`src/rtl/sr_ff_exerciser.sv`:
```
// Go/no-go self-test engine for a J/K flop with preset/clear.
// Ports: CLK/CLR(sync, act-low) START -> BUSY DONE PASS ERR_CNT FAIL_STEP; FF_J/K/PR/CLR drive, FF_P/Q sense.
module sr_ff_exerciser #(
  parameter int unsigned LOOPS = 1,
  parameter int unsigned ERR_W = 8
) (
  input  logic             CLK,
  input  logic             CLR,
  input  logic             START,
  output logic             BUSY,
  output logic             DONE,
  output logic             PASS,
  output logic [ERR_W-1:0] ERR_CNT,
  output logic [2:0]       FAIL_STEP,
  output logic             FF_J,
  output logic             FF_K,
  output logic             FF_PR,
  output logic             FF_CLR,
  input  logic             FF_P,
  input  logic             FF_Q
);

  typedef enum logic [1:0] {
    S_IDLE,
    S_DRIVE,
    S_CHECK,
    S_DONE
  } state_t;

  // {J,K,PR,CLR} that leaves the flop untouched
  localparam logic [3:0] IDLE_DRV = 4'b0001;
  localparam logic [7:0] LAST_LOOP = 8'(LOOPS - 1);

  state_t           state_q;
  logic [2:0]       step_q;
  logic [7:0]       loop_q;
  logic             busy_q;
  logic             done_q;
  logic             pass_q;
  logic [ERR_W-1:0] err_q;
  logic [2:0]       fstep_q;
  logic [3:0]       drv_q;

  logic [1:0]       exp_d;
  logic             miss_d;
  logic             last_d;
  logic [ERR_W-1:0] err_d;

  function automatic logic [3:0] vec(input logic [2:0] s);
    logic [3:0] v;
    unique case (s)
      3'd0: v = 4'b0011;
      3'd1: v = 4'b0000;
      3'd2: v = 4'b1001;
      3'd3: v = 4'b0001;
      3'd4: v = 4'b0101;
      3'd5: v = 4'b0001;
      3'd6: v = 4'b1001;
      3'd7: v = 4'b0110;
      default: v = IDLE_DRV;
    endcase
    return v;
  endfunction

  // Expected {P,Q}; Q is always the complement of P
  function automatic logic [1:0] expv(input logic [2:0] s);
    logic p;
    unique case (s)
      3'd1, 3'd4, 3'd5: p = 1'b0;
      default:          p = 1'b1;
    endcase
    return {p, ~p};
  endfunction

  always_comb begin
    exp_d  = expv(step_q);
    // identity compare so X/Z on the flop pins counts as a miss
    miss_d = !({FF_P, FF_Q} === exp_d);
    last_d = (step_q == 3'd7) && (loop_q == LAST_LOOP);
    err_d  = err_q;
    if (miss_d && (err_q != '1)) begin
      err_d = err_q + ERR_W'(1);
    end
  end

  always_ff @(posedge CLK) begin
    if (!CLR) begin
      state_q <= S_IDLE;
      step_q  <= '0;
      loop_q  <= '0;
      busy_q  <= 1'b0;
      done_q  <= 1'b0;
      pass_q  <= 1'b0;
      err_q   <= '0;
      fstep_q <= '0;
      drv_q   <= IDLE_DRV;
    end else begin
      done_q <= 1'b0;
      unique case (state_q)
        S_IDLE: begin
          if (START) begin
            state_q <= S_DRIVE;
            busy_q  <= 1'b1;
            pass_q  <= 1'b0;
            err_q   <= '0;
            fstep_q <= '0;
            step_q  <= '0;
            loop_q  <= '0;
            drv_q   <= vec(3'd0);
          end
        end
        S_DRIVE: begin
          state_q <= S_CHECK;
        end
        S_CHECK: begin
          err_q <= err_d;
          // saturating count never returns to zero,
          // so zero means no earlier miss
          if (miss_d && (err_q == '0)) begin
            fstep_q <= step_q;
          end
          if (last_d) begin
            drv_q   <= IDLE_DRV;
            pass_q  <= (err_d == '0);
            busy_q  <= 1'b0;
            done_q  <= 1'b1;
            state_q <= S_DONE;
          end else begin
            step_q <= step_q + 3'd1;
            if (step_q == 3'd7) begin
              loop_q <= loop_q + 8'd1;
            end
            drv_q   <= vec(step_q + 3'd1);
            state_q <= S_DRIVE;
          end
        end
        S_DONE: begin
          state_q <= S_IDLE;
        end
        default: begin
          state_q <= S_IDLE;
        end
      endcase
    end
  end

  assign BUSY      = busy_q;
  assign DONE      = done_q;
  assign PASS      = pass_q;
  assign ERR_CNT   = err_q;
  assign FAIL_STEP = fstep_q;
  assign FF_J      = drv_q[3];
  assign FF_K      = drv_q[2];
  assign FF_PR     = drv_q[1];
  assign FF_CLR    = drv_q[0];

endmodule
```
`config.mk`:
```
export PLATFORM = sky130hd
export DESIGN_NAME = sr_ff_exerciser
export DESIGN_NICKNAME = d
export VERILOG_FILES = /design/src/rtl/sr_ff_exerciser.sv
export SDC_FILE = /design/constraint.sdc
export NUM_CORES = 1
export LEC_CHECK = 0
export CAP_MARGIN = 20
export CORE_ASPECT_RATIO = 1.4
export CORE_UTILIZATION = 30
export DETAILED_ROUTE_END_ITERATION = 10
export GPL_ROUTABILITY_DRIVEN = 0
export PLACE_DENSITY_LB_ADDON = 0.12
export SLEW_MARGIN = 40
export SYNTH_ARGS = -nofsm -noshare
export SYNTH_HDL_FRONTEND = slang
export SYNTH_SLANG_ARGS = --single-unit
```
`constraint.sdc`:
```
create_clock -name CLK -period 4.25 [get_ports CLK]
set_input_delay 0.85 -clock CLK [delete_from_list [all_inputs] [get_ports CLK]]
set_output_delay 0.85 -clock CLK [all_outputs]
set_load 0.02 [all_outputs]
```
==> impl_metrics.json, run 1 <==
{
  "status": "finished clean",
  "min_period_ns": 2.465,
  "ys_top_cells_by_area": "dfxtp_1, ha_1, nor2_1, a21oi_1, xor2_1",
  "maxSlewHeadroom_pct": 59.02,
  "cts_resized": 0,
  "drt-pass1-iter-count": 4,
  "tritoncts.num_buffers": 5,
  "rr_worst_depth": 7,
  "coreArea_um2": 5863,
  "startpoint_type": "input pin",
  "p_seq_share_pct": 47.6,
  "drt_iter0_markers": 98,
  "area_delta_synth_final_pct": 19.74,
  "dp_hpwl_mm": 3.396,
  "ys_ff_latch": 31,
  "setup_viol": 0,
  "cp.required_ns": 4.46,
  "async_flop_share_pct": 0,
  "clkPwrFrac_pct": 41.3,
  "multiInputGateArea_um2": 1116,
  "htreeDepth": 2,
  "ys_types": 51,
  "dieWidth_um": 68.04,
  "clk_latency_ns": 0.29,
  "vias_per_cell": 5.378,
  "netlist_instances": 210,
  "nFillCells": 637,
  "grt_pass1_vias": 1525,
  "wl_per_cell_um": 15.38,
  "setup_tns_ns": 0,
  "seq_area_frac_synth_pct": 33.88,
  "clock_sinks": 31,
  "pre_cts_slack_ns": 1.422,
  "floorplan.die_area_um2": 6427,
  "antenna_found_initial": 0,
  "hold_class": "flip-flop to flip-flop",
  "holdPathEnd": "FAIL_STEP[1]$_SDFFE_PN0P_",
  "final_cells": 299,
  "final.setup.worst_slack_ns": 1.785,
  "vias": 1608,
  "holdBufCountCts": 0,
  "grtUsageTotal_pct": 15.84,
  "seq_area_um2": 620.6,
  "ff2ff_setup_slack_ns": 1.87,
  "drv_slew": 0,
  "startpoint": "CLR",
  "ir_worst_vdd_mv": 0.1607,
  "routed_wl_mm": 4.600,
  "grt_pass1_wl_mm": 7.534,
  "synth_area_um2": 1832,
  "power_density_nw_per_um2": 290.5,
  "drive_above_1_share_pct": 10.48,
  "num_io_pins": 23,
  "num_antenna_cells": 0,
  "post-cts-setup-buffer-count": 0,
  "tightest_slew_ns": 0.6106,
  "worst-setup-path-type": "input pin to flip-flop",
  "start_util_pct": 31.24,
  "postRouteAntennaNets": 0,
  "skew_ns": 0.006250,
  "synth_ff_type": "dfxtp_1",
  "p_int_mw": 0.4724,
  "clk_pin_slew_ns": 0.07,
  "clock_path_buffers": 2,
  "synth.largest_area_cell": "dfxtp_1",
  "holdCritStartpoint": "FAIL_STEP[1]$_SDFFE_PN0P_",
  "rr_startpoint": "step_q[0]$_SDFFE_PN0P_",
  "ys_warn_count": 0,
  "dp.cells": 291,
  "synth_edf_count": 0,
  "rsz0062_at_grt": "no",
  "combPwrFrac_pct": 11.1,
  "syn-mean-instance-area_um2": 8.723,
  "grt_max_degree": 20,
  "crit_path_max_fanout": 17,
  "p_leak_nw": 0.8327,
  "layout.nets": 242,
  "drc_errors": 0,
  "synth_top_area_share_pct": 33.88,
  "die_h_um": 94.46,
  "p_sw_share_pct": 25.87,
  "r2r_end": "PASS$_SDFFE_PN0P_",
  "timing.final.crit_share_pct": 57.99,
  "hold_depth": 2,
  "end_kind": "flip-flop",
  "rows": 33,
  "p_switching_mw": 0.1648,
  "overflow": 0,
  "ctsRootBufferMaster": "clkbuf_8",
  "fmax_mhz": 405.7,
  "post-synth-top-count-cell": "dfxtp_1",
  "synthTopCellsByCount": "dfxtp_1, nor2_1, a21oi_1",
  "fin_util_pct": 37.41,
  "worst_ep_arrival_time_ns": 2.67,
  "synthesis.nets": 224,
  "hold_viol": 0,
  "cts_tree": "built",
  "io_buffers": 22,
  "maxCapViolations": 0
}
==> critical path, stage by stage <==
cell	delay, ns
clkdlybuf4s50_1	0.63
clkinv_1	0.51
nor3_2	0.35
o221ai_1	0.16
o31ai_2	0.18
==> metal layers <==
layer / track usage, % / share of wire, % / up-vias
met5: 0 / 0 / -
met4: 6.771 / 2.4 / 0
met3: 3.623 / 2.6 / 11
met2: 27.70 / 53 / 28
met1: 17.72 / 42 / 761
li1: - / - / 808
==> kinds of logic (layout without fill, tap and decap cells) <==
| logic type | count (synthesis) | after routing | share of synthesized area [%] |
|---|---|---|---|
| muxes | 4 | 4 | 2.937 |
| AOI/OAI and AO/OA | 60 | 60 | 23.84 |
| buffers and inverters | 23 | 42 | 5.191 |
| and+or+nand+nor | 74 | 74 | 23.70 |
| adders and majority gates | 9 | 9 | 6.148 |
| DFF | 31 | 31 | 33.88 |
| xor gates and xnor gates | 9 | 9 | 4.304 |
==> cells in the final DEF (no fill, tap or decap), types with 2 or more instances in the layout <==
cell             count
clkdlybuf4s50_1     22
xor2_1               7
a22oi_1              2
nor3_1               4
dfxtp_1             31
o221a_2              2
and2_1               5
o21ai_0             10
nand2_1              9
and4_1               4
o2111ai_1            6
a21o_1               2
a31oi_1              6
nand4_1              4
nand3_1              2
xnor2_1              2
a41oi_1              2
o211ai_1             2
mux2i_1              2
nor2_1              25
clkbuf_8             7
inv_1               10
a32oi_1              2
nor2b_1              3
and3_1               7
and4b_1              2
ha_1                 9
a21oi_1             14
==> through the flow <==
stage / power, mW / hold slack [ns] / instance area (um2)
2_1_floorplan: 0.3574 / 0.4798 / 1832
3_3_place_gp: 0.3815 / 0.4683 / 2093
3_5_place_dp: 0.3817 / 0.4737 / 2093
4_1_cts: 0.6437 / 0.4835 / 2193
5_1_grt: 0.6641 / 0.5090 / 2193
6_report: 0.6372 / 0.4831 / 2193
==> cell type report <==
cell class | instances | area share, %
clock buffers | 8 | 4.564
well taps | 70 | 3.993
flip-flops and latches | 31 | 28.29
inverters | 11 | 1.882
multi-input cells | 156 | 50.88
repair buffers | 23 | 10.38
==> flip-flops by register name (all words and copies together) (netlist names) <==
| signal | flops |
|---|---|
| BUSY | 1 |
| DONE | 1 |
| ERR_CNT | 8 |
| FAIL_STEP | 3 |
| PASS | 1 |
| drv_q | 4 |
| loop_q | 8 |
| state_q | 2 |
| step_q | 3 |
==> worst max-delay path by stage <==
| stage | end | slack (ns) |
|---|---|---|
| finish | PASS$_SDFFE_PN0P_ | 1.79 |
| global route | PASS$_SDFFE_PN0P_ | 1.62 |
| CTS | PASS$_SDFFE_PN0P_ | 1.74 |
| detailed placement | PASS$_SDFFE_PN0P_ | 1.42 |
| global placement | PASS$_SDFFE_PN0P_ | 1.53 |
| floorplan | PASS$_SDFFE_PN0P_ | 2.29 |
==> power groups by stage <==
stage	logic [mW]	clock network, mW	registers, mW
2_1_floorplan	0.0464	0	0.311
3_3_place_gp	0.0717	0	0.310
3_5_place_dp	0.0719	0	0.310
4_1_cts	0.0720	0.268	0.303
5_1_grt	0.0782	0.282	0.304
6_report	0.0709	0.263	0.303
Note: power is estimated with default switching activity, not from simulation.
==> run 2: changes to the inputs <==
- clock period: 4.25 -> 2.4 ns (I/O delays scaled with it)
==> run 2 against run 1 <==
Clock-buffer cell count unchanged. Critical path depth is 3 higher. Total power increased by 79%. Core utilization is 1.4 points higher. Combinational power rose by 100%. Global-route usage is 0.12 points higher. Wire length rose by 1.1%. Via count rose by 1.1%. Clock skew up 0.00058 ns. Clock power grew 75%.
==> impl_metrics.json, run 2 (synthesis gave the netlist of run 1 again) <==
{
  "drive_above_1_share_pct": 13.87,
  "dieWidth_um": 68.04,
  "final_cell_mix": "dfxtp_1, nor2_1, clkdlybuf4s50_1",
  "skew_ns": 0.006831,
  "maxCapViolations": 0,
  "dp_hpwl_mm": 3.485,
  "end_kind": "flip-flop",
  "htreeDepth": 2,
  "crit_path_max_fanout": 18,
  "use_met3_pct": 3.502,
  "hold_depth": 2,
  "overflow": 0,
  "start_util_pct": 31.24,
  "ir_worst_vdd_mv": 0.3255,
  "rsz0062_at_grt": "no",
  "ctsRootBufferMaster": "clkbuf_8",
  "grt_use_met2_pct": 28.51,
  "maxSlewHeadroom_pct": 60.75,
  "clkPwrFrac_pct": 40.4,
  "rr_worst_depth": 8,
  "drv_slew": 0,
  "cp.required_ns": 2.60,
  "vias_per_cell": 5.279,
  "num_antenna_cells": 0,
  "fmax_mhz": 461.8,
  "postRouteAntennaNets": 0,
  "setup_viol": 0,
  "hold_viol": 0,
  "grt_max_degree": 20,
  "antenna_found_initial": 0,
  "p_sw_share_pct": 25.52,
  "clk_latency_ns": 0.28,
  "p_int_mw": 0.8486,
  "vias": 1626,
  "total_power_mw": 1.139,
  "timing.final.crit_share_pct": 90.23,
  "tightest_slew_ns": 0.5887,
  "power_density_nw_per_um2": 501.1,
  "clock_sinks": 31,
  "dpl_cell_area_um2": 2153,
  "worst-setup-path-type": "flip-flop to flip-flop",
  "ff2ff_setup_slack_ns": 0.23,
  "grt_pass1_wl_mm": 7.548,
  "floorplan.die_area_um2": 6427,
  "worst_ep_arrival_time_ns": 2.37,
  "cts_tree": "built",
  "routed_wl_mm": 4.650,
  "tritoncts.num_buffers": 5,
  "layout.nets": 251,
  "p_leak_nw": 0.8829,
  "rows": 33,
  "io_buffers": 22,
  "wl_per_cell_um": 15.10,
  "grtUsageTotal_pct": 15.96,
  "min_period_ns": 2.166,
  "p_seq_share_pct": 47.0,
  "r2r_end": "PASS$_SDFFE_PN0P_",
  "clk_pin_slew_ns": 0.07,
  "clock_path_buffers": 2,
  "crit_end": "PASS$_SDFFE_PN0P_",
  "setup_tns_ns": 0,
  "met1_usage_pct": 17.36,
  "grt.busiest_layer": "met2",
  "rr_startpoint": "step_q[0]$_SDFFE_PN0P_",
  "design_area_um2": 2273,
  "drc_errors": 0,
  "p_switching_mw": 0.2907,
  "final_common_cell": "dfxtp_1",
  "holdBufCountCts": 0,
  "die_h_um": 94.46,
  "hold_class": "flip-flop to flip-flop",
  "drt-pass1-iter-count": 4,
  "status": "finished clean",
  "num_io_pins": 23,
  "drt_iter0_markers": 81,
  "combPwrFrac_pct": 12.6,
  "startpoint_type": "flip-flop",
  "startpoint": "step_q[0]$_SDFFE_PN0P_",
  "grt_pass1_vias": 1534,
  "area_delta_synth_final_pct": 24.11,
  "coreArea_um2": 5863
}
## run 2: timing repair
action | CTS | global route
setup buffers | 0 | 1
endpoints found under the setup margin | 0 | 4
gates resized for setup | 0 | 0
## run 2: worst max-delay path: stages (launching register included)
cell and delay, ns:
dfxtp_1 0.42, inv_1 0.11, ha_1 0.23, a21oi_2 0.22, mux2i_4 0.29, buf_12 0.16, and4b_1 0.21, a2bb2o_4 0.22
o31ai_2 0.21
## run 2: metrics by stage
stage               hold slack, ns  util, %  cells  worst slack [ns]
finish                      0.4768    38.78    308            0.2344
global route                0.5268    38.78    308            0.1285
CTS                         0.4803    38.43    307           0.07874
detailed placement          0.4638    36.73    299           0.09373
global placement            0.4555    36.73    299            0.1445
floorplan                   0.4798        -    210            0.4521
## run 2: layout make-up
type / instances / area, um2
fillers: 627 / 3590
multi-input cells: 156 / 1116
flip-flops and latches: 31 / 620.6
repair buffers: 32 / 307.8
clock buffers: 8 / 100.1
well taps: 70 / 87.58
inverters: 11 / 41.29
## run 2: worst min path at each step
stage	start	end	slack (ns)
after floorplan	loop_q[7]$_SDFFE_PN0P_	loop_q[7]$_SDFFE_PN0P_	0.48
after global placement	drv_q[0]$_SDFFE_PN1P_	drv_q[0]$_SDFFE_PN1P_	0.46
after detailed placement	drv_q[0]$_SDFFE_PN1P_	drv_q[0]$_SDFFE_PN1P_	0.46
after CTS	FAIL_STEP[1]$_SDFFE_PN0P_	FAIL_STEP[1]$_SDFFE_PN0P_	0.48
after global routing	drv_q[0]$_SDFFE_PN1P_	drv_q[0]$_SDFFE_PN1P_	0.53
final	drv_q[0]$_SDFFE_PN1P_	drv_q[0]$_SDFFE_PN1P_	0.48
## run 2: power groups by stage
stage / sequential, mW / combinational, mW / clock (mW)
2_1_floorplan: 0.551 / 0.0822 / 0
3_3_place_gp: 0.548 / 0.140 / 0
3_5_place_dp: 0.547 / 0.139 / 0
4_1_cts: 0.536 / 0.140 / 0.481
5_1_grt: 0.538 / 0.157 / 0.496
6_report: 0.536 / 0.143 / 0.461
## run 2: per-layer routing
layer  wire, um  part of all wire [%]  vias up
li1           -                     -      823
met1       1942                    42      762
met2       2461                    53       32
met3        136                   2.9        9
met4        110                   2.4        0
met5          0                     0        -
==> run 3: changes to the inputs <==
- CAP_MARGIN: 20 -> not set
==> results of run 3 <==
No change in the layout: final DEF, timing and power equal those of run 2.
